### src/rtl/param_sync_ram_pkg.sv
// Shared types and constants for the parametrised synchronous RAM.
package ram_pkg;

    typedef enum logic {
        ST_INIT = 1'b0,
        ST_RUN  = 1'b1
    } state_t;

    localparam logic OP_WR = 1'b0;
    localparam logic OP_RD = 1'b1;

endpackage : ram_pkg

### src/rtl/param_sync_ram_if.sv
// Command / read-response bus between a RAM client and param_sync_ram.
interface param_sync_ram_if #(
    parameter int unsigned DATA_W = 4,
    parameter int unsigned ADDR_W = 2
);

    logic              mem_en;
    logic              rd_wr;
    logic [ADDR_W-1:0] addr;
    logic [DATA_W-1:0] wr_data;
    logic              cmd_ready;
    logic [DATA_W-1:0] rd_data;
    logic              rd_valid;
    logic              rd_ready;
    logic              busy;
    logic              addr_err;

    modport master (
        output mem_en, rd_wr, addr, wr_data, rd_ready,
        input  cmd_ready, rd_data, rd_valid, busy, addr_err
    );

    modport slave (
        input  mem_en, rd_wr, addr, wr_data, rd_ready,
        output cmd_ready, rd_data, rd_valid, busy, addr_err
    );

endinterface : param_sync_ram_if

### src/rtl/param_sync_ram_core.sv
// Plain storage array with one synchronous write port and one registered read port.
module sync_ram_core #(
    parameter int unsigned DATA_W = 4,
    parameter int unsigned DEPTH  = 4,
    parameter int unsigned ADDR_W = $clog2(DEPTH)
) (
    input  logic              clk,
    input  logic              rst,
    input  logic              we,
    input  logic [ADDR_W-1:0] waddr,
    input  logic [DATA_W-1:0] wdata,
    input  logic              re,
    input  logic [ADDR_W-1:0] raddr,
    output logic [DATA_W-1:0] rdata
);

    logic [DATA_W-1:0] mem [DEPTH];

    // Array contents are never reset; the owner clears them with an init sweep.
    always_ff @(posedge clk) begin
        if (we) begin
            mem[waddr] <= wdata;
        end
    end

    always_ff @(posedge clk) begin
        if (rst) begin
            rdata <= '0;
        end else if (re) begin
            rdata <= mem[raddr];
        end
    end

endmodule : sync_ram_core

### src/rtl/param_sync_ram.sv
// Clocked single-port RAM with post-reset init sweep, backpressured read response
// and out-of-range address flagging.
module param_sync_ram
    import ram_pkg::*;
#(
    parameter int unsigned       DATA_W   = 4,
    parameter int unsigned       DEPTH    = 4,
    parameter int unsigned       ADDR_W   = $clog2(DEPTH),
    parameter logic [DATA_W-1:0] INIT_VAL = {DATA_W{1'b0}}
) (
    input  logic                clk,
    input  logic                rst,
    param_sync_ram_if.slave     bus
);

    localparam int unsigned AW1 = ADDR_W + 1;

    state_t            state_q, state_d;
    logic [ADDR_W-1:0] init_ptr_q, init_ptr_d;
    logic              rd_valid_q, rd_valid_d;
    logic              addr_err_q, addr_err_d;
    logic              busy_q, busy_d;
    logic              rd_oor_q, rd_oor_d;

    logic              cmd_ready_c;
    logic              oor_c;
    logic              mem_we;
    logic              mem_re;
    logic [ADDR_W-1:0] mem_waddr;
    logic [DATA_W-1:0] mem_wdata;
    logic [DATA_W-1:0] core_rdata;

    assign oor_c = ({1'b0, bus.addr} >= AW1'(DEPTH));

    always_ff @(posedge clk) begin
        if (rst) begin
            state_q    <= ST_INIT;
            init_ptr_q <= '0;
            rd_valid_q <= 1'b0;
            addr_err_q <= 1'b0;
            busy_q     <= 1'b1;
            rd_oor_q   <= 1'b0;
        end else begin
            state_q    <= state_d;
            init_ptr_q <= init_ptr_d;
            rd_valid_q <= rd_valid_d;
            addr_err_q <= addr_err_d;
            busy_q     <= busy_d;
            rd_oor_q   <= rd_oor_d;
        end
    end

    always_comb begin
        state_d     = state_q;
        init_ptr_d  = init_ptr_q;
        rd_valid_d  = rd_valid_q;
        addr_err_d  = 1'b0;
        busy_d      = busy_q;
        rd_oor_d    = rd_oor_q;
        cmd_ready_c = 1'b0;
        mem_we      = 1'b0;
        mem_re      = 1'b0;
        mem_waddr   = init_ptr_q;
        mem_wdata   = INIT_VAL;

        case (state_q)
            ST_INIT: begin
                mem_we     = !rst;
                init_ptr_d = ADDR_W'(init_ptr_q + 1'b1);
                if (init_ptr_q == ADDR_W'(DEPTH - 1)) begin
                    state_d    = ST_RUN;
                    init_ptr_d = '0;
                    busy_d     = 1'b0;
                end
            end
            ST_RUN: begin
                busy_d      = 1'b0;
                cmd_ready_c = !rd_valid_q || bus.rd_ready;
                if (rd_valid_q && bus.rd_ready) begin
                    rd_valid_d = 1'b0;
                end
                if (bus.mem_en && cmd_ready_c && !rst) begin
                    addr_err_d = oor_c;
                    if (bus.rd_wr == OP_RD) begin
                        // Out-of-range reads answer INIT_VAL without touching the array.
                        rd_valid_d = 1'b1;
                        rd_oor_d   = oor_c;
                        mem_re     = !oor_c;
                    end else begin
                        mem_we    = !oor_c;
                        mem_waddr = bus.addr;
                        mem_wdata = bus.wr_data;
                    end
                end
            end
            default: begin
                state_d = ST_INIT;
            end
        endcase
    end

    sync_ram_core #(
        .DATA_W (DATA_W),
        .DEPTH  (DEPTH),
        .ADDR_W (ADDR_W)
    ) u_core (
        .clk   (clk),
        .rst   (rst),
        .we    (mem_we),
        .waddr (mem_waddr),
        .wdata (mem_wdata),
        .re    (mem_re),
        .raddr (bus.addr),
        .rdata (core_rdata)
    );

    assign bus.cmd_ready = cmd_ready_c;
    assign bus.rd_data   = rd_oor_q ? INIT_VAL : core_rdata;
    assign bus.rd_valid  = rd_valid_q;
    assign bus.busy      = busy_q;
    assign bus.addr_err  = addr_err_q;

endmodule : param_sync_ram

### src/flat_wrapper.sv
// flat-port wrapper written by rule: the top's interface ports become plain ports
module param_sync_ram_flat import ram_pkg::*;
#(
    parameter int unsigned       DATA_W   = 4,
    parameter int unsigned       DEPTH    = 4,
    parameter int unsigned       ADDR_W   = $clog2(DEPTH),
    parameter logic [DATA_W-1:0] INIT_VAL = {DATA_W{1'b0}}
)
  (clk, rst, bus_mem_en, bus_rd_wr, bus_addr, bus_wr_data, bus_rd_ready, bus_cmd_ready, bus_rd_data, bus_rd_valid, bus_busy, bus_addr_err);
  param_sync_ram_if #(.DATA_W(DATA_W), .ADDR_W(ADDR_W)) bus_i ();
  input  logic clk;
  input  logic rst;
  input wire logic [$bits(bus_i.mem_en)-1:0] bus_mem_en;
  input wire logic [$bits(bus_i.rd_wr)-1:0] bus_rd_wr;
  input wire logic [$bits(bus_i.addr)-1:0] bus_addr;
  input wire logic [$bits(bus_i.wr_data)-1:0] bus_wr_data;
  input wire logic [$bits(bus_i.rd_ready)-1:0] bus_rd_ready;
  output wire logic [$bits(bus_i.cmd_ready)-1:0] bus_cmd_ready;
  output wire logic [$bits(bus_i.rd_data)-1:0] bus_rd_data;
  output wire logic [$bits(bus_i.rd_valid)-1:0] bus_rd_valid;
  output wire logic [$bits(bus_i.busy)-1:0] bus_busy;
  output wire logic [$bits(bus_i.addr_err)-1:0] bus_addr_err;
  assign bus_i.mem_en = bus_mem_en;
  assign bus_i.rd_wr = bus_rd_wr;
  assign bus_i.addr = bus_addr;
  assign bus_i.wr_data = bus_wr_data;
  assign bus_i.rd_ready = bus_rd_ready;
  assign bus_cmd_ready = bus_i.cmd_ready;
  assign bus_rd_data = bus_i.rd_data;
  assign bus_rd_valid = bus_i.rd_valid;
  assign bus_busy = bus_i.busy;
  assign bus_addr_err = bus_i.addr_err;
  param_sync_ram #(.DATA_W(DATA_W), .DEPTH(DEPTH), .ADDR_W(ADDR_W), .INIT_VAL(INIT_VAL)) u_core (.clk(clk), .rst(rst), .bus(bus_i));
endmodule
### config.mk
export PLATFORM = sky130hd
export DESIGN_NAME = param_sync_ram_flat
export DESIGN_NICKNAME = d
export VERILOG_FILES = /design/src/rtl/param_sync_ram_pkg.sv /design/src/rtl/param_sync_ram_if.sv /design/src/rtl/param_sync_ram_core.sv /design/src/rtl/param_sync_ram.sv /design/src/flat_wrapper.sv
export SDC_FILE = /design/constraint.sdc
export NUM_CORES = 1
export LEC_CHECK = 0
export ABC_AREA = 1
export BUFFER_PORTS_ARGS = -buffer_cell sky130_fd_sc_hd__buf_2
export CORE_ASPECT_RATIO = 1.5
export CORE_MARGIN = 2
export CORE_UTILIZATION = 35
export DETAILED_ROUTE_END_ITERATION = 8
export PLACE_DENSITY_LB_ADDON = 0.3
export SLEW_MARGIN = 10
export SYNTH_ARGS = -nofsm -noshare
export SYNTH_HDL_FRONTEND = slang
export SYNTH_SLANG_ARGS = --single-unit
### constraint.sdc
create_clock -name clk -period 3.4 [get_ports clk]
set_input_delay 0.68 -clock clk [delete_from_list [all_inputs] [get_ports clk]]
set_output_delay 0.68 -clock clk [all_outputs]
set_load 0.01 [all_outputs]
== Yosys cells after proc, flatten, opt, wreduce, memory -nomap -nowiden ==
Memory sizes are Yosys's and may differ from the RTL's. A register that Yosys moved wholly into a read port is not among the register bits.
Cells that the tools add are included.

* RAM bits: 16
* Output and inout bits: 8
* Register bits after elaboration: 5
* Memories: 1
* Word-level logic and storage cells: 38
* Bits of input ports: 11

* Bitwise logic cells: 1
* Equal/unequal tests: 2
* Reductions and logical operators: 6
* $add $sub $neg: 1
* Muxes and demuxes: 23

{| class="wikitable"
|+ Memory list
! memory !! depth !! bits a word !! rd ports !! clocked after memory_dff !! wr ports !! RTL line !! source
|-
| u_core.u_core.mem || 4 || 4 || 1 || 1 || 1 || param_sync_ram_core.sv:17 || <nowiki>logic [DATA_W-1:0] mem [DEPTH];</nowiki>
|}

{| class="wikitable"
|+ Operators by type and width
! cell !! count
|-
| 2-to-1 mux 1 bit || 14
|-
| 2-to-1 mux 4 bit || 3
|-
| 2-to-1 mux 2 bit || 4
|-
| one-hot mux 1 bit (2 select lines) || 2
|-
| logical AND 1 bit || 3
|-
| adder 2 x 1 -> 2 bit (second input constant) || 1
|-
| == test 2 bit (second input constant) || 1
|-
| zero test 1 bit || 2
|-
| != test 2 x 1 -> 1 bit (second input constant) || 1
|-
| logical OR 1 bit || 1
|-
| inverter 1 bit || 1
|}

== Longest topological paths before layout ==
Gate-level depths: netlist of the first run.

* Depth in word-level cells: 8
* Gate-level depth with buffers: 8
* Gate-level depth less buffers: 8

== Hierarchy ==
Synthesis of the first run repeated with hierarchy kept, for this count alone.

* Cell total of the unflattened synthesis: 110
* Area total of the unflattened synthesis: 1064.8 sq um

{| class="wikitable"
|+ By module, submodules not included
! module !! seq. area each (sq um) !! cells each !! area each (sq um) !! instances
|-
| sync_ram_core || 560.5 || 67 || 769.5 || 1
|-
| param_sync_ram || 100.1 || 43 || 295.3 || 1
|}

== Least setup slack after synthesis of the first run ==
OpenSTA, ideal clock, no wires.

* Path type: input to register
* Start: input bus_addr[0]
* End: memory u_core.u_core.mem[0][0], enable pin
* Path buffers: 1
* Required time: 3071 ps
* Stages on the path: 8
* Path slack: 1610 ps
* Arrival: 1460 ps
* Setup time: 329 ps
* Cells stage by stage: buf_2 inv_2 nor2_1 nor2_1 nand3_2 nand2_1 nand2_1 nor2_1

* Word-level cells in the longest chain between the ends: 3

{| class="wikitable"
|+ Ends and longest elaborated chain
! item !! RTL line !! source
|-
| start: declaration || flat_wrapper.sv:15 || <nowiki>input wire logic [$bits(bus_i.addr)-1:0] bus_addr;</nowiki>
|-
| 2-to-1 mux 2 bit || param_sync_ram.sv:84 || <nowiki>if (bus.rd_wr == OP_RD) begin</nowiki>
|-
| 2-to-1 mux 2 bit || param_sync_ram.sv:82 || <nowiki>if (bus.mem_en && cmd_ready_c && !rst) begin</nowiki>
|-
| 2-to-1 mux 2 bit || param_sync_ram.sv:66 || <nowiki>case (state_q)</nowiki>
|-
| end: declaration || param_sync_ram_core.sv:17 ||
|}

Every way passes these cells.

== Worst setup path in the final report of the first run ==
* Start: input bus_rd_ready
* End: output bus_cmd_ready

* Word-level cells in the longest chain between the ends: 2

{| class="wikitable"
|+ Ends and longest elaborated chain
! item !! RTL line !! source
|-
| start: declaration || flat_wrapper.sv:17 || <nowiki>input wire logic [$bits(bus_i.rd_ready)-1:0] bus_rd_ready;</nowiki>
|-
| logical OR 1 bit || param_sync_ram.sv:78 || <nowiki>cmd_ready_c = !rd_valid_q || bus.rd_ready;</nowiki>
|-
| 2-to-1 mux 1 bit || param_sync_ram.sv:66 ||
|-
| end: declaration || flat_wrapper.sv:18 || <nowiki>output wire logic [$bits(bus_i.cmd_ready)-1:0] bus_cmd_ready;</nowiki>
|}

Every way passes these cells.

==> results.toml, run 1 <==
[critical_path]
cp.required_ps = 2720
max_stage_delay_ps = 160
cp-start-kind = "input pin"
worstPathArrival_ps = 1180
path_buf_inv = 2
cp-end-kind = "output port"
crit_chain = "buf_2 -> nand2_1 -> nand2_4 -> buf_2"
cpLargestDelayFamily = "buffers and inverters"
critPathKind = "input pin to output port"
cp_max_fo = 7
crit_top_cell = "buf_2"
cp_slowest_cell = "buf_2"

[logic_synthesis]
synth-compound-area-share_pct = 5.40
yosysSeqAreaShare_pct = 57.0
synth-simple-area-share_pct = 29.3
synth_fp_nets = 144
synthAdderAreaFrac_pct = 1.08
synth_top_family_by_area = "simple AND/OR/NAND/NOR gates"
yosys_warnings = 0
synth.distinct_cells = 19
synth_cells = 132
ys_ff_latch = 25
muxShareOfSynthArea_pct = 0
synthXorXnorAreaFrac_pct = 0
syn_avg_cell_area_um2 = 8.78
syn-cell-area_um2 = 1160

[sta]
post-route-min-period_ps = 1860
fin_tns_setup_ps = 0
slew_violations = 0
fmax_ghz = 0.537
post-route-period-util_pct = 54.8
finClkSkew_ps = 10.6
timing_hold_violations_final = 0
grt_setup_unrepaired = "no"
setup_viol = 0

[clock_tree]
clock_latency_ps = 270
cts_hold_buf = 0
cts_root_buf = "clkbuf_8"
cts-buffers-inserted = 3
cts_setup_buffers = 0
cts.htree.levels = 1
path_clk_slew_ps = 90
tritoncts = "done"
clock_sinks = 25
clock_path_buffers = 2
cts-resized-gates = 0

[placement]
numPortBuffers = 17
hpwlAfterDp_um = 1880
dp.cells = 187
gp_congestion = 0.917

[detailed_routing]
drc = 0
num_vias = 895
vias_per_cell = 4.69
drt_iter0_markers = 32
wire_per_inst_um = 12.2
drt-total-wl_um = 2340
ant_nets = 0
dr.pass1.iters = 4

[power_and_ir_drop]
total_power_mw = 0.682
seqPwrFrac_pct = 55.9
share_comb_of_total_power_pct = 19.2
ir_drop_mv = 0.294
switching_power_mw = 0.193
power_density_nw_per_um2 = 514
switching_share_pct = 28.3
leakagePower_nw = 0.592
pwr-share-clk_pct = 24.9
p_int_mw = 0.489

[die]
io_pins = 19
dieArea_um2 = 3800
initial_core_util_pct = 36.7
core-area_um2 = 3160
die_h_um = 74.5
std_cell_rows = 25
dieWidth_um = 51.0

[grt]
grt_max_degree = 14
grt_pass1_vias = 901
busiest_layer = "met2"
grt_pass1_wl_um = 3840
use_met1_pct = 13.7
use_met3_pct = 2.21
grt_use_met2_pct = 26.8
track_usage_pct = 14.0
grt-ovfl-total = 0
antenna_found_initial = 0

[min_path]
worstHoldPathType = "flop to flop"

[cells_and_area]
fin_cells = 191
drive_above_1_share_pct = 19.2
fin_nets = 164
syn_to_final_growth_pct = 14.5
antenna_cells = 0
layout_common_cells = "37 x nor2_1, 26 x nand2_1, 17 x inv_1, 17 x buf_2, 16 x edfxtp_1"
fillers = 330
final_common_cell = "nor2_1"
regArea_um2 = 661
multi_input_area_um2 = 418

[run_status]
status = "finished, final reports clean"

[run]
cap_violations = 0
cell families (layout without fill, tap and decap cells):
group	Yosys count	after routing
buffers and inverters	20	39
other	1	1
adders and majority gates	1	1
DFF	25	25
and+or+nand+nor	73	73
AOI/OAI and AO/OA	12	12
final timing paths:
check / from / to / slack, ps / cells after the start
setup / recovery: bus_rd_ready / bus_cmd_ready / 1540 / 4
hold / removal: u_core.bus.busy / u_core.bus.busy / 450 / 2
setup reg to reg: u_core.state_q / u_core.u_core.mem[1][0] / 1740 / 6
hold reg to reg: u_core.bus.busy / u_core.bus.busy / 450 / 2
layout make-up:
type                       instances  area share [%]
multi-input combinational         87            31.5
inverter                          18            5.09
tap                               40            3.77
sequential                        25            49.8
timing repair buffer              17            6.42
clock buffer                       4            3.40
power by group through the flow:
| stage | clock, mW | combinational (mW) | sequential, mW |
|---|---|---|---|
| after floorplan | 0 | 0.0922 | 0.385 |
| after global placement | 0 | 0.127 | 0.386 |
| after detailed placement | 0 | 0.131 | 0.388 |
| after CTS | 0.173 | 0.131 | 0.381 |
| after global routing | 0.186 | 0.150 | 0.385 |
| final | 0.170 | 0.131 | 0.381 |
through the flow:
stage	utilization, %	area (um2)	hold WS [ps]	setup slack (ps)
2_1_floorplan	-	1160	465	1610
3_3_place_gp	40.6	1280	425	1440
3_5_place_dp	40.6	1280	428	1410
4_1_cts	42.0	1330	446	1540
5_1_grt	42.0	1330	487	1500
6_report	42.0	1330	445	1540
metal layers:
metal  vias up  share of wire [%]
met4         0                4.0
met1       410                 37
met2        22                 55
li1        452                  -
met5         -                  0
met3        11                3.5
tightest hold or removal path, stage by stage (launching register included):
cell and delay, ps:
dfxtp_1 310, nand2_1 60, nand2_1 40
state kept, by name (all words and copies together) (netlist names):
register,flops
u_core.bus.rd_valid,1
u_core.u_core.rdata,4
u_core.u_core.mem,16
u_core.state_q,1
u_core.init_ptr_q,2
u_core.bus.busy,1
cells in the mapped netlist:
cell	instances	area [um2]
nor2_1	37	139
nand2_1	26	97.6
inv_1	17	63.8
edfxtp_1	16	480
dfxtp_1	9	180
o21ai_0	9	45.0
a21oi_1	2	10.0
nand2_2	2	12.5
nand3_2	2	20.0
nand3_4	2	35.0
nand4_1	2	12.5
a211oi_1	1	7.51
buf_2	1	5.00
buf_4	1	7.51
conb_1	1	3.75
ha_1	1	12.5
inv_2	1	3.75
nand2_4	1	11.3
nor2_4	1	11.3
(Power assumes the default switching activity.)
==> inputs of run 2 (changes only) <==
Clock period 3.4 ns to 1.8 ns, I/O delays scaled along.
==> run 2 against run 1 <==
Critical path depth rose by 2. Sequential share of layout area shrank 0.33 points. Non-clock buffer count is 1 higher. Final cell count rose by 0.52%. Combinational power increased by 89%. Clock power increased by 91%. Highest routed layer unchanged.
==> results.toml, run 2 (synthesized netlist as in run 1, its figures left out) <==
[critical_path]
crit_chain = "nand2_1 -> nand2_4 -> nand3_4 -> nand2_1 -> nand2_1 -> nor2_1"
cp-start-kind = "flop"
r2r_start = "u_core.state_q"
cp-end-kind = "flop"
critPathKind = "flop to flop"
timing.rr.end = "u_core.u_core.mem[2][2]"
cpLargestDelayFamily = "simple AND/OR/NAND/NOR gates"
crit_top_cell = "nand2_1"
cp_max_fo = 7
max_stage_delay_ps = 420
reg2reg_slack_ps = 180
path_buf_inv = 0
cp_slowest_cell = "dfxtp_1"
cp.required_ps = 1740
worstPathArrival_ps = 1560
r2r_cells = 6

[clock_tree]
clock_latency_ps = 280
cts_setup_buffers = 0
path_clk_slew_ps = 90
clock_sinks = 25
clock_path_buffers = 2
cts-buffers-inserted = 3
cts.htree.levels = 1
cts-resized-gates = 0
tritoncts = "done"
cts_root_buf = "clkbuf_8"
cts_hold_buf = 0

[detailed_routing]
wire_per_inst_um = 12.0
drc = 0
dr.pass1.iters = 4
vias_per_cell = 4.60
ant_nets = 0
drt_iter0_markers = 13
num_vias = 884
drt-total-wl_um = 2310

[die]
die_h_um = 74.5
core-area_um2 = 3160
std_cell_rows = 25
dieArea_um2 = 3800
dieWidth_um = 51.0
io_pins = 19
initial_core_util_pct = 36.7

[power_and_ir_drop]
power_density_nw_per_um2 = 965
total_power_mw = 1.29
ir_drop_mv = 0.492
leakagePower_nw = 0.599

[placement]
hpwlAfterDp_um = 1860
numPortBuffers = 17
gp_congestion = 0.906
place_area_um2 = 1290

[min_path]
worstHoldPathType = "input pin to flop"
hp-start = "rst"
worstHoldEndpoint = "u_core.bus.rd_valid"
min_path_cells = 2

[sta]
timing_hold_violations_final = 0
post-route-min-period_ps = 1620
finClkSkew_ps = 15.0
fmax_ghz = 0.618
post-route-period-util_pct = 90.0
fin_tns_setup_ps = 0
setup_viol = 0
grt_setup_unrepaired = "no"
slew_violations = 0
holdWs_ps = 315

[cells_and_area]
final_util_pct = 42.3
antenna_cells = 0
largest_reg_flops = 16
top_register = "u_core.u_core.mem"
final_common_cell = "nor2_1"
top_regs = "u_core.u_core.mem (16), u_core.u_core.rdata (4), u_core.init_ptr_q (2)"
syn_to_final_growth_pct = 15.2
drive_above_1_share_pct = 20.4
fillers = 321
fin_nets = 165
postLayoutCellArea_um2 = 1340
layout_common_cells = "37 x nor2_1, 26 x nand2_1, 17 x inv_1, 17 x buf_2, 16 x edfxtp_1"

[grt]
track_usage_pct = 14.1
antenna_found_initial = 0
grt-ovfl-total = 0
grt_pass1_vias = 890
grt_max_degree = 15
grt_pass1_wl_um = 3770

[run]
cap_violations = 0

[run_status]
status = "finished, final reports clean"
==> run 2: cell count changes in the layout (fill, tap and decap cells not counted) <==
cell,previous run,this run
buf_4,0,1
clkbuf_1,1,0
clkinv_2,0,1
==> run 2: final cells by class <==
class	count	area (um2)	area share (%)
inverter	18	67.6	5.06
clock inverter	1	5.00	0.375
clock buffer	3	41.3	3.09
multi-input combinational	87	418	31.3
sequential	25	661	49.5
timing repair buffer	18	92.6	6.94
tap	40	50.0	3.75
==> run 2: report_power, final <==
group | total (mW) | switching [mW] | internal (mW)
Combinational | 0.247 | 0.165 | 0.0819
Clock | 0.325 | 0.170 | 0.155
Sequential | 0.717 | 0.0315 | 0.685
==> run 2: how the worst max path moves through the flow <==
stage / from / end / slack (ps) / cells past startpoint
finish: u_core.state_q / u_core.u_core.mem[2][2] / 180 / 6
global route: u_core.state_q / u_core.u_core.mem[2][2] / 2 / 6
CTS: u_core.state_q / u_core.u_core.mem[2][2] / 170 / 6
detailed placement: rst / u_core.u_core.mem[2][2] / 120 / 6
global placement: rst / u_core.u_core.mem[3][3] / 160 / 6
floorplan: bus_addr[0] / u_core.u_core.mem[0][0] / 330 / 8
==> run 2: per-layer routing <==
layer | vias up | GRT usage, % | routed length, um | part of all wire, %
li1 | 456 | - | - | -
met1 | 401 | 12.9 | 851 | 37
met2 | 18 | 26.8 | 1290 | 56
met3 | 9 | 1.81 | 59 | 2.6
met4 | 0 | 11.7 | 104 | 4.5
met5 | - | 0 | 0 | 0
==> run 2: through the flow <==
stage	cells	setup slack, ps
2_1_floorplan	132	330
3_3_place_gp	188	159
3_5_place_dp	188	118
4_1_cts	192	167
5_1_grt	192	1.98
6_report	192	181
